### src/rtl/mux_sel_scan_if.sv
// Output stream of mux_sel_scan: the selected word, its channel index,
// an error flag, and the valid/ready handshake.
//   master: drives out_data/out_ch/out_err/out_valid, samples out_ready
//   slave : samples the word, drives out_ready
interface mux_sel_scan_if #(
  parameter int unsigned WIDTH = 8,
  parameter int unsigned SEL_W = 3
);
  logic [WIDTH-1:0] out_data;
  logic [SEL_W-1:0] out_ch;
  logic             out_err;
  logic             out_valid;
  logic             out_ready;

  modport master (
    output out_data, out_ch, out_err, out_valid,
    input  out_ready
  );

  modport slave (
    input  out_data, out_ch, out_err, out_valid,
    output out_ready
  );
endinterface

### src/rtl/mux_sel_scan.sv
// N-channel, W-bit registered multiplexer with a valid/ready output.
// Direct mode picks the channel from sel on a sel_valid request; scan mode
// steps a round-robin pointer once every SCAN_DIV clocks (digit scanning).
// Ports:
//   clk, rst_n      clock, asynchronous active-low reset
//   mode            0 = direct, 1 = scan (registered internally)
//   sel, sel_valid  direct-mode channel select and capture request
//   data_in         flattened channels, channel k = data_in[k*WIDTH +: WIDTH]
//   out_if          output word/channel/error with valid/ready handshake
module mux_sel_scan #(
  parameter int unsigned WIDTH    = 8,
  parameter int unsigned CHANNELS = 8,
  parameter int unsigned SEL_W    = 3,
  parameter int unsigned SCAN_DIV = 16
) (
  input  logic                      clk,
  input  logic                      rst_n,
  input  logic                      mode,
  input  logic [SEL_W-1:0]          sel,
  input  logic                      sel_valid,
  input  logic [CHANNELS*WIDTH-1:0] data_in,
  mux_sel_scan_if.master            out_if
);

  localparam int unsigned       PW        = (SCAN_DIV > 1) ? $clog2(SCAN_DIV) : 1;
  localparam logic [PW-1:0]     PRESC_MAX = PW'(SCAN_DIV - 1);
  localparam logic [SEL_W-1:0]  LAST_CH   = SEL_W'(CHANNELS - 1);

  typedef enum logic {
    MODE_DIRECT = 1'b0,
    MODE_SCAN   = 1'b1
  } mode_e;

  mode_e            mode_q, mode_d;
  logic [PW-1:0]    presc_q, presc_d;
  logic [SEL_W-1:0] ptr_q, ptr_d;
  logic             pend_q, pend_d;
  logic [WIDTH-1:0] data_q, data_d;
  logic [SEL_W-1:0] ch_q, ch_d;
  logic             err_q, err_d;
  logic             valid_q, valid_d;

  logic             switch_c;
  logic             slot_free;
  logic             tick;
  logic             cap;
  logic [SEL_W-1:0] cap_ch;
  logic [WIDTH-1:0] cap_word;
  logic             cap_err;

  always_comb begin
    mode_d    = mode_e'(mode);
    switch_c  = (mode_d != mode_q);
    slot_free = !valid_q || out_if.out_ready;
    tick      = (mode_q == MODE_SCAN) && (presc_q == PRESC_MAX);

    presc_d = presc_q;
    pend_d  = pend_q;
    ptr_d   = ptr_q;
    cap     = 1'b0;
    cap_ch  = ptr_q;

    if (switch_c) begin
      // Mode change restarts the cadence; no capture in this cycle.
      presc_d = '0;
      pend_d  = 1'b0;
      if (mode_d == MODE_SCAN) begin
        ptr_d = '0;
      end
    end else if (mode_q == MODE_SCAN) begin
      presc_d = tick ? '0 : presc_q + 1'b1;
      // A single pending flag absorbs any number of ticks under back-pressure,
      // so the pointer never skips a channel.
      if ((pend_q || tick) && slot_free) begin
        cap    = 1'b1;
        cap_ch = ptr_q;
        pend_d = 1'b0;
        ptr_d  = (ptr_q == LAST_CH) ? '0 : ptr_q + 1'b1;
      end else if (tick) begin
        pend_d = 1'b1;
      end
    end else begin
      if (sel_valid && slot_free) begin
        cap    = 1'b1;
        cap_ch = sel;
      end
    end

    // Out-of-range selects match no channel and therefore yield zero data.
    cap_word = '0;
    for (int unsigned k = 0; k < CHANNELS; k++) begin
      if (cap_ch == SEL_W'(k)) begin
        cap_word = data_in[k*WIDTH +: WIDTH];
      end
    end
    cap_err = (32'(cap_ch) >= CHANNELS);

    data_d  = data_q;
    ch_d    = ch_q;
    err_d   = err_q;
    valid_d = valid_q;
    if (cap) begin
      data_d  = cap_word;
      ch_d    = cap_ch;
      err_d   = cap_err;
      valid_d = 1'b1;
    end else if (slot_free) begin
      valid_d = 1'b0;
    end
  end

  always_ff @(posedge clk or negedge rst_n) begin
    if (!rst_n) begin
      mode_q  <= MODE_DIRECT;
      presc_q <= '0;
      ptr_q   <= '0;
      pend_q  <= 1'b0;
      data_q  <= '0;
      ch_q    <= '0;
      err_q   <= 1'b0;
      valid_q <= 1'b0;
    end else begin
      mode_q  <= mode_d;
      presc_q <= presc_d;
      ptr_q   <= ptr_d;
      pend_q  <= pend_d;
      data_q  <= data_d;
      ch_q    <= ch_d;
      err_q   <= err_d;
      valid_q <= valid_d;
    end
  end

  assign out_if.out_data  = data_q;
  assign out_if.out_ch    = ch_q;
  assign out_if.out_err   = err_q;
  assign out_if.out_valid = valid_q;

endmodule
### src/flat_wrapper.sv
// flat-port wrapper written by rule: the top's interface ports become plain ports
module mux_sel_scan_flat 
#(
  parameter int unsigned WIDTH    = 8,
  parameter int unsigned CHANNELS = 8,
  parameter int unsigned SEL_W    = 3,
  parameter int unsigned SCAN_DIV = 16
)
  (clk, rst_n, mode, sel, sel_valid, data_in, out_if_out_data, out_if_out_ch, out_if_out_err, out_if_out_valid, out_if_out_ready);
  mux_sel_scan_if #(.WIDTH(WIDTH), .SEL_W(SEL_W)) out_if_i ();
  input  logic clk;
  input  logic rst_n;
  input  logic mode;
  input  logic [SEL_W-1:0] sel;
  input  logic sel_valid;
  input  logic [CHANNELS*WIDTH-1:0] data_in;
  output wire logic [$bits(out_if_i.out_data)-1:0] out_if_out_data;
  output wire logic [$bits(out_if_i.out_ch)-1:0] out_if_out_ch;
  output wire logic [$bits(out_if_i.out_err)-1:0] out_if_out_err;
  output wire logic [$bits(out_if_i.out_valid)-1:0] out_if_out_valid;
  input wire logic [$bits(out_if_i.out_ready)-1:0] out_if_out_ready;
  assign out_if_out_data = out_if_i.out_data;
  assign out_if_out_ch = out_if_i.out_ch;
  assign out_if_out_err = out_if_i.out_err;
  assign out_if_out_valid = out_if_i.out_valid;
  assign out_if_i.out_ready = out_if_out_ready;
  mux_sel_scan #(.WIDTH(WIDTH), .CHANNELS(CHANNELS), .SEL_W(SEL_W), .SCAN_DIV(SCAN_DIV)) u_core (.clk(clk), .rst_n(rst_n), .mode(mode), .sel(sel), .sel_valid(sel_valid), .data_in(data_in), .out_if(out_if_i));
endmodule
### config.mk
export PLATFORM = sky130hd
export DESIGN_NAME = mux_sel_scan_flat
export DESIGN_NICKNAME = d
export VERILOG_FILES = /design/src/rtl/mux_sel_scan_if.sv /design/src/rtl/mux_sel_scan.sv /design/src/flat_wrapper.sv
export SDC_FILE = /design/constraint.sdc
export NUM_CORES = 1
export LEC_CHECK = 0
export ABC_AREA = 1
export CAP_MARGIN = 0
export CORE_ASPECT_RATIO = 0.9
export CORE_MARGIN = 10
export CORE_UTILIZATION = 30
export CTS_CLUSTER_DIAMETER = 60
export DETAILED_ROUTE_END_ITERATION = 8
export GPL_TIMING_DRIVEN = 0
export HOLD_SLACK_MARGIN = 0.08
export PLACE_DENSITY = 0.74
export SLEW_MARGIN = 10
export SYNTH_ARGS = -nofsm -noshare
export SYNTH_HDL_FRONTEND = slang
export SYNTH_SLANG_ARGS = --single-unit
### constraint.sdc
create_clock -name clk -period 2.5 [get_ports clk]
set_input_delay 0.25 -clock clk [delete_from_list [all_inputs] [get_ports clk]]
set_output_delay 0.25 -clock clk [all_outputs]
set_load 0.005 [all_outputs]
======== Word level (Yosys, flattened, before mapping) ========
Index checks and enable logic that the tools add are counted.
operators by class
  reduce and logical (&&, ||, !) cells .... 13
  equality and inequality tests ........... 11
  muxes and demuxes ....................... 29
  $add $sub $neg .......................... 2
operator list
  cell                                                  number
  2-to-1 mux 8 bit                                      8
  2-to-1 mux 3 bit                                      8
  equality test 3 bit (second input constant)           5
  2-to-1 mux 4 bit                                      3
  2-to-1 mux 1 bit                                      10
  equality test 3 x 2 -> 1 bit (second input constant)  2
  nonzero test 2 bit                                    3
  adder 4 x 1 -> 4 bit (second input constant)          1
  equality test 4 bit (second input constant)           1
  adder 3 x 1 -> 3 bit (second input constant)          1
  equality test 3 x 1 -> 1 bit (second input constant)  1
  logical AND 1 bit                                     3
  logical NOT 3 bit                                     1
  AND reduction 3 bit                                   1
  nonzero test 3 bit                                    1
  logical OR 1 bit                                      2
  != test 2 bit (second input constant)                 1
  AND reduction 2 bit                                   1
  logical NOT 1 bit                                     1
  != test 1 bit                                         1
storage, ports and cells
  word-level logic and storage cells ...... 62
  output and inout bits ................... 13
  input bits .............................. 72
  bits in registers ....................... 21

======== Logic depth before layout (Yosys ltp) ========
  depth after elaboration ................. 15
  gate-level depth with buffers ........... 14
  depth with buffers taken out ............ 14

======== Worst setup path after synthesis ========
Ideal clock, no wire load.
  path kind ............................... register to register
  start ................................... reg u_core.mode_q
  end ..................................... reg u_core.data_q[0], in the netlist u_core.out_if.out_data[0]
  buffers on the path ..................... 0
  path slack .............................. 482 ps
  clock period less this slack ............ 2018 ps
  cell stages (with the launch flop) ...... 13
  data arrival time ....................... 1901 ps
  setup time .............................. 116 ps
  required time ........................... 2384 ps
  cells stage by stage .................... dfrtp_1 -> inv_1 -> ha_1 -> nor2_4 -> nand3_4 -> nand2_1 -> o21ai_2 -> nor3_4 -> inv_2 -> nor2_1 -> nor2_1 -> nand2_1 -> nand2_1
between the ends
  word-level cells in the longest chain between the ends .. 11
  elaborated cells between the ends (all ways) .. 25
  classes of those cells .................. 8 x eq/ne; 13 x mux; 4 x reduce/logical
RTL lines
  what                                                      line                                    text
  start, declared                                           mux_sel_scan.sv:34                      mode_e mode_q, mode_d;
  start signal, assigned                                    mux_sel_scan.sv:123                     mode_q <= mode_d;
  2-to-1 mux 3 bit / != test 1 bit (equally long branches)  mux_sel_scan.sv:70, mux_sel_scan.sv:53
  2-to-1 mux 3 bit                                          mux_sel_scan.sv:63                      if (switch_c) begin
  logical NOT 3 bit                                         mux_sel_scan.sv:92                      if (cap_ch == SEL_W'(k)) begin
  2-to-1 mux 8 bit (8 in a row)                             mux_sel_scan.sv:92
  end signal, assigned                                      mux_sel_scan.sv:127                     data_q <= data_d;
  end, declared                                             mux_sel_scan.sv:38                      logic [WIDTH-1:0] data_q, data_d;
Parallel ways exist; a longest one is shown, timed or not.
A chain may end at the register's enable or synchronous reset.

======== Final worst setup path ========
  start ................................... in mode
  end ..................................... reg u_core.data_q[3], in the netlist u_core.out_if.out_data[3]
between the ends
  word-level cells in the longest chain between the ends .. 11
  elaborated cells between the ends (all ways) .. 19
  classes of those cells .................. 8 x eq/ne; 10 x mux; 1 x reduce/logical
RTL lines
  what                           line                text
  start, declared                flat_wrapper.sv:13  input logic mode;
  != test 1 bit *                mux_sel_scan.sv:53  switch_c = (mode_d != mode_q);
  2-to-1 mux 3 bit               mux_sel_scan.sv:63
  logical NOT 3 bit              mux_sel_scan.sv:92
  2-to-1 mux 8 bit (8 in a row)  mux_sel_scan.sv:92
Mark *: on every way between the ends. The rest lies on a longest branch, timed or not.

==> impl_metrics.toml <==
[power_and_ir_drop]
internal_power_uw = 801
sw_frac_of_total_pct = 30.4
comb_power_share_pct = 40.9
p_per_area_nw_per_um2 = 441
p_sw_uw = 350
seqPwrFrac_pct = 40.3
power.leakage_nw = 1.20
peakVddDrop_v = 0.000316
clkPwrFrac_pct = 18.8

[timing]
rsz0062_at_grt = "no"
setup_viol = 0
fin_skew_ps = 6.46
slew_headroom_pct = 39.9
final-hold-violation-count = 0
slew_viol_final = 0
max_freq_mhz = 428
period_needed_ps = 2340
worst_slew_pin_slew_ps = 898
period_share_pct = 93.4

[die]
num_io_pins = 85
initial_core_util_pct = 31.7
die_y_um = 88.7
die_w_um = 96.3
dieArea_sq_um = 8540
std_cell_rows = 24
design.core.area_sq_um = 4950

[critical_path]
reg2reg_depth = 11
r2r_slack_ps = 210
cp-end-kind = "register"
start_kind = "input pin"
crit_arrival_ps = 2480
critPathRequiredTime_ps = 2640
critical_path_class = "input pin to register"
path_max_fanout = 8

[final_layout]
mostFrequentLayoutCells = "clkdlybuf4s50_1 (83), nand2_1 (68), nor2_1 (39)"
multi_input_area_sq_um = 987
area_growth_pct = 66.2
final_common_cell = "clkdlybuf4s50_1"
drive_gt1_share_pct = 8.81
nets = 406
n_antenna_cell = 0
fin_util_pct = 52.7
regArea_sq_um = 526
layout.cells.non_filler = 394
n_fill_cell = 491

[global_route]
overflow = 0
grt_util_all_layers_pct = 13.4
grt_antenna_before_repair = 0
grt_pass1_wl_um = 9200
grt_pass1_vias = 1791
grt_max_degree = 22

[drt]
wl_met2_um = 2600
met1_length_um = 2660
vias = 1844
ant_nets = 0
wl_met3_um = 600
top_layer = "met4"
routed_wirelength_um = 5920
drt_first_iter_violations = 76
post-route-drc-count = 0
vias_per_cell = 4.68
wl_per_cell_um = 15.0
first_pass_iters = 5

[clock_network]
path_clk_slew_ps = 80
cts_buffer_depth = 2
clkSinkCount = 21
cts_tree = "yes"
cts_buffers = 3
cts_root_buffer = "clkbuf_8"
h-tree-depth = 1
clk_latency_ps = 250
holdBufCountCts = 0

[synth]
synth_nets = 315
synth_fa_ha_area_share_pct = 3.18
syn-instance-count = 239
synth_compound_area_share_pct = 8.20
synthMuxAreaShare_pct = 0
synth_top_family_by_area = "simple AND/OR/NAND/NOR gates"
yosys_register_bits = 21
syn_area_sq_um = 1570
yosysWarnings = 0
synth_cell_types = 27
yosys.area_share.simple_pct = 46.7
ys_seq_area_share_pct = 33.4
synthXorXnorAreaFrac_pct = 0.557
avgSynthCellArea_sq_um = 6.58

[placed_design]
dp_cells = 387
io_buffers = 83
hpwl_um = 4840
place.gp.congestion = 0.860

[run_status]
status = "finished clean"

[job]
drv_cap = 0

[worst_hold_path]
min_path_cells = 1
min_path_type = "input pin to register"
==> through the flow <==
stage	cell area (sq um)	hold slack, ps	setup WS (ps)	power (mW)	setup TNS [ps]
floorplan	1570	-45.6	482	0.639	0
global placement	2480	462	-193	0.924	-1320
detailed placement	2480	467	-286	0.932	-1770
CTS	2530	458	9.80	1.15	0
global route	2610	450	17.4	1.24	0
finish	2610	457	165	1.15	0
==> critical path: stages <==
cell and delay (ps):
clkdlybuf4s50_1 470, inv_1 90, ha_4 280, nor2_4 180
nand3_4 150, o21ai_4 360, nor3_4 100, buf_4 160
a21oi_1 120, nand4_1 150, nand2_1 100, nand2_1 50
==> path summary, 6_finish.rpt <==
path                                      startpoint                   endpoint
max                                             mode  u_core.out_if.out_data[3]
min                                             mode              u_core.mode_q
max reg2reg                            u_core.mode_q  u_core.out_if.out_data[3]
min reg2reg                u_core.out_if.out_data[1]  u_core.out_if.out_data[1]
max in group asynchronous                      rst_n    u_core.out_if.out_ch[0]
min in group asynchronous                      rst_n              u_core.pend_q
==> power by group through the flow <==
stage               Combinational, mW  Clock [mW]  Sequential [mW]
floorplan                       0.171           0            0.469
detailed placement              0.462           0            0.470
global route                    0.532       0.237            0.474
finish                          0.471       0.216            0.464
CTS                             0.469       0.222            0.464
global placement                0.460           0            0.464
==> cell families after synthesis <==
group / Yosys count
other: 1
adder cells (fa/ha/maj): 4
AND/OR/NAND/NOR: 160
flip-flops: 21
buffers and inverters: 29
AO/OA/AOI/OAI: 23
XOR/XNOR: 1
==> layout make-up <==
| cell class | count | share of cell area, % |
|---|---|---|
| tap | 65 | 3.11 |
| sequential | 21 | 20.1 |
| inverter | 25 | 3.59 |
| buffer | 4 | 1.01 |
| timing repair buffer | 86 | 32.7 |
| clock buffer | 4 | 1.72 |
| multi-input combinational | 189 | 37.8 |
==> repair_timing <==
action / in CTS / in global routing
setup endpoints to repair: 1 / 8
cloned: 0 / 0
pin swaps: 0 / 4
resized for setup: 2 / 12
buffers inserted: 0 / 3
==> synth_stat cells (all sizes together) <==
master | number | area share [%]
nand2 | 75 | 19
nor2 | 46 | 12
inv | 25 | 6.0
dfrtp | 21 | 33
nand3 | 20 | 7.5
nand4 | 16 | 6.4
a21oi | 11 | 3.5
o21ai | 9 | 3.1
ha | 4 | 3.2
buf | 2 | 1.2
clkbuf | 2 | 0.48
nor3 | 2 | 1.7
o21a | 2 | 0.96
a32o | 1 | 0.64
conb | 1 | 0.24
nor4 | 1 | 0.40
xor2 | 1 | 0.56
==> layer usage <==
layer	vias up	track usage (%)
met5	-	0
met4	0	3.69
met3	4	4.23
met2	62	20.3
met1	821	17.9
li1	957	-
==> state kept, by name, indices dropped and copies added, names as in the netlist <==
| signal | flops |
|---|---|
| u_core.out_if.out_data | 8 |
| u_core.presc_q | 4 |
| u_core.out_if.out_ch | 3 |
| u_core.ptr_q | 3 |
| u_core.mode_q | 1 |
| u_core.out_if.out_valid | 1 |
| u_core.pend_q | 1 |
(Power assumes the default switching activity.)
==> patch 1 (same settings) <==
`data_q` no longer has a reset.
--- a/src/rtl/mux_sel_scan.sv
+++ b/src/rtl/mux_sel_scan.sv
@@ -116,5 +116,4 @@
       ptr_q   <= '0;
       pend_q  <= 1'b0;
-      data_q  <= '0;
       ch_q    <= '0;
       err_q   <= 1'b0;
@@ -125,9 +124,12 @@
       ptr_q   <= ptr_d;
       pend_q  <= pend_d;
-      data_q  <= data_d;
       ch_q    <= ch_d;
       err_q   <= err_d;
       valid_q <= valid_d;
     end
+  end
+
+  always_ff @(posedge clk) begin
+    data_q <= data_d;
   end
 
Formal check against the unedited RTL: not equivalent (Yosys sat finds a counterexample within 4 cycles, from zero or initial values and one cycle with rst_n low).
==> patch 1 against the unedited design <==
Worst hold slack worse by 0.095 ns. Critical path type unchanged. Design area up 0.14%. Routed wire length down 6.7%. Cell count down 8.9%. Critical endpoint is now u_core.out_if.out_data[3]$_DFFE_PP_. Largest power group is now registers. Total power down 14%. Worst setup slack worse by 0.067 ns. Register-to-register slack worse by 0.06 ns. Area after synthesis up 3.2%. Sequential cell count unchanged. Global-route usage down 1.2 points.
==> patch 1: results (changes against the unedited design) <==
P_leak=0.001068 uW (-11%); clk_skew=0.003980 ns (-0.002478 ns); clk_lat worst skew=0.25 ns (about the same); vias in the first global route=1822 (+1.7%); Worst VDD drop=0.2482 mV (-21%); R2R depth=12 (+1); Post-synth EDFFs=8 (+8); clk buf depth=2 (unchanged); fin nets=369 (-9.1%); hpwl dp=4673 microns (-3.5%); syn nets=280 (-11%); CP delay by family, top=buffers and inverters; Routed WL=5529 microns (-6.7%); GRT Util Overall=0.1226 (-0.01176); GPL Wtd Cong=0.8363 (-2.7%); outcome=finished clean; antenna fix cells=0 (unchanged); arrival time of the worst setup path=2.38 ns (-0.10 ns); Worst setup endpoint=u_core.out_if.out_data[3]$_DFFE_PP_; ys async rst share=0.6190 (-0.3810); DR vias/cell=4.925 (+5.2%); layout cells sized above 1=0.1130 (+0.02487); Mapped Avg Cell Area=7.949 sq um (+21%); Worst path max stage delay=0.49 ns (+0.02 ns); drt wl/cell=15.40 microns (+2.4%); Yosys cell types=31 (+15%); dpl cells=354 (-8.5%); CP Max Fanout=10 (+2); pin count of the biggest net entering global routing=14 (-36%); Hold WC Path Type=in2async; top cells by area, synth=dfrtp_1, edfxtp_1, nand4_1; synth cell count leaders=nand2_1, nand4_1, inv_1, nand3_1, dfrtp_1
patch 1: cell types whose count changed after synthesis, sizes merged, moves of 6 or more:
cell,before,now
nor2,46,12
nand4,16,34
o21bai,0,8
dfrtp,21,13
nand2,75,42
o21ai,9,17
a21oi,11,5
edfxtp,0,8
buf,2,9
patch 1: cell type report:
cell class / count / area (sq um) / share of cell area
inverters: 25 / 93.84 / 0.03587
plain buffers: 9 / 83.83 / 0.03204
multi-input cells: 149 / 905.9 / 0.3462
flip-flops and latches: 21 / 565.5 / 0.2162
repair buffers: 84 / 838.3 / 0.3204
well taps: 67 / 83.83 / 0.03204
clock buffers: 4 / 45.04 / 0.01722
patch 1: layer usage:
metal,track usage,vias to the layer above,routed length [microns],share of wire
li1,-,896,-,-
met2,0.2152,47,2711,0.49
met5,0,-,0,0
met3,0.03137,8,375,0.068
met1,0.1393,817,2299,0.42
met4,0.04358,0,142,0.026
patch 1: repair_timing:
item                       in CTS  in global routing
buffers inserted                0                  1
cloned                          0                  0
pin swaps                       0                  4
setup endpoints to repair       1                  8
gates resized for setup         1                  8
patch 1: kinds of logic (layout without fill, tap and decap cells):
group,Yosys count,in the layout,synth area share
XOR/XNOR,1,1,0.005402
AND/OR/NAND/NOR,110,110,0.3843
buffers and inverters,34,122,0.1065
AO/OA/AOI/OAI,33,33,0.1219
adder cells (fa/ha/maj),4,4,0.03087
other,1,1,0.002313
flip-flops,21,21,0.3488
patch 1: where the power goes:
group          switching, uW  internal, uW  total [uW]  leakage [uW]
Sequential              26.1           401         428      0.000247
Combinational            148           205         353      0.000798
Clock                    102           113         215     0.0000228
patch 1: per-stage QoR:
stage,worst slack [ns],instance area [sq um]
global route,-0.006522,2616
detailed placement,-0.3099,2536
finish,0.09801,2616
CTS,0.02760,2585
global placement,-0.2160,2536
floorplan,0.4222,1622
==> patch 2 (same settings) <==
Made on the original files. `SEL_W` is set to 3 in 3 places; all go to 2.
--- a/src/rtl/mux_sel_scan_if.sv
+++ b/src/rtl/mux_sel_scan_if.sv
@@ -5,5 +5,5 @@
 interface mux_sel_scan_if #(
   parameter int unsigned WIDTH = 8,
-  parameter int unsigned SEL_W = 3
+  parameter int unsigned SEL_W = 2
 );
   logic [WIDTH-1:0] out_data;
--- a/src/rtl/mux_sel_scan.sv
+++ b/src/rtl/mux_sel_scan.sv
@@ -11,5 +11,5 @@
   parameter int unsigned WIDTH    = 8,
   parameter int unsigned CHANNELS = 8,
-  parameter int unsigned SEL_W    = 3,
+  parameter int unsigned SEL_W    = 2,
   parameter int unsigned SCAN_DIV = 16
 ) (
--- a/src/flat_wrapper.sv
+++ b/src/flat_wrapper.sv
@@ -4,5 +4,5 @@
   parameter int unsigned WIDTH    = 8,
   parameter int unsigned CHANNELS = 8,
-  parameter int unsigned SEL_W    = 3,
+  parameter int unsigned SEL_W    = 2,
   parameter int unsigned SCAN_DIV = 16
 )
Ports: changed (resized out_if_out_ch and sel); port bits go from 85 to 83. The function was not compared with the original's and may differ.
==> patch 2 against the unedited design <==
Area after synthesis is 17% lower. Routed wire length fell by 33%. Design area decreased by 27%. Synthesized cell count decreased by 26%. Utilization down 6.7 points. Sequential cell count shrank 2. Worst setup slack gained 0.37 ns. Global-route usage is 2.9 points lower. Total power increased by 25%. Largest cell class unchanged.
==> patch 2: results (changes against the unedited design) <==
post-synthesis cell count=176 (-26%); GPL Wtd Cong=0.7586 (-12%); CP Max Fanout=10 (+2); P_leak=0.0009302 uW (-22%); outcome=finished clean; routed vias=1335 (-28%); FILL cells=444 (-9.6%); top cells by area, synth=dfrtp_1, nand2_1, nand3_1; post-CTS resize count=0 (-2); TritonRoute pass-1 iters=4 (-1); Clock group=226 uW (+5%); pin count of the biggest net entering global routing=20 (-9.1%); hpwl dp=3088 microns (-36%); pre-CTS setup slack=0.2490 ns (+0.5350 ns); Yosys cell types=24 (-11%); dpl cells=273 (-29%); layout cells sized above 1=0.1092 (+0.02102); Worst VDD drop=0.2367 mV (-25%); switching power=533.1 uW (+52%); first-pass GRT wire length=6072 microns (-34%); fin cells=277 (-30%); arrival time of the worst setup path=2.13 ns (-0.35 ns); GRT Util Overall=0.1058 (-0.02855); synth cell count leaders=nand2_1, nand3_1, dfrtp_1, inv_1, o21ai_1; register area share after synthesis=0.3650 (+0.03064); clk_skew=0.0008786 ns (-0.005580 ns); PortBufs=49 (-41%)
## patch 2: final cells by class
type	instances	area share
multi-input cells	128	0.3480
flip-flops and latches	19	0.2500
clock inverters	1	0.003947
inverters	20	0.03947
clock buffers	3	0.02171
repair buffers	49	0.2579
well taps	48	0.03158
plain buffers	9	0.04737
## patch 2: logic make-up (layout without fill, tap and decap cells)
kind of cell             after synthesis  after routing  synth area share
flip-flops                            19             19            0.3650
AND/OR/NAND/NOR                      107            107            0.3996
buffers and inverters                 29             82            0.1268
other                                  1              1          0.002879
AO/OA/AOI/OAI                         16             16           0.07012
XOR/XNOR                               1              1          0.006726
adder cells (fa/ha/maj)                3              3           0.02882
## patch 2: worst paths after layout
kind / startpoint / end / slack, ns / depth (start not counted)
min: mode / u_core.mode_q$_DFF_PN0_ / 0.45 / 1
min in group asynchronous: rst_n / u_core.out_if.out_valid$_DFFE_PN0P_ / 0.50 / 1
max reg2reg: u_core.mode_q$_DFF_PN0_ / u_core.out_if.out_data[1]$_DFFE_PN0P_ / 0.55 / 11
min reg2reg: u_core.out_if.out_data[1]$_DFFE_PN0P_ / u_core.out_if.out_data[1]$_DFFE_PN0P_ / 0.49 / 2
max in group asynchronous: rst_n / u_core.out_if.out_data[6]$_DFFE_PN0P_ / 1.45 / 1
max: mode / u_core.out_if.out_data[1]$_DFFE_PN0P_ / 0.53 / 12
## patch 2: worst max-delay path: stages
cell	delay, ns
clkdlybuf4s50_1	0.47
inv_1	0.06
ha_1	0.41
nor2_4	0.20
nand3_4	0.13
nand2_1	0.09
nand2_2	0.09
buf_6	0.16
nand3_1	0.08
nand3_1	0.08
nand2_1	0.07
nand2_1	0.04
## patch 2: layer usage
metal,GRT usage,part of all wire
met1,0.1304,0.44
met2,0.1704,0.48
met3,0.02055,0.057
met4,0.05873,0.026
met5,0,0
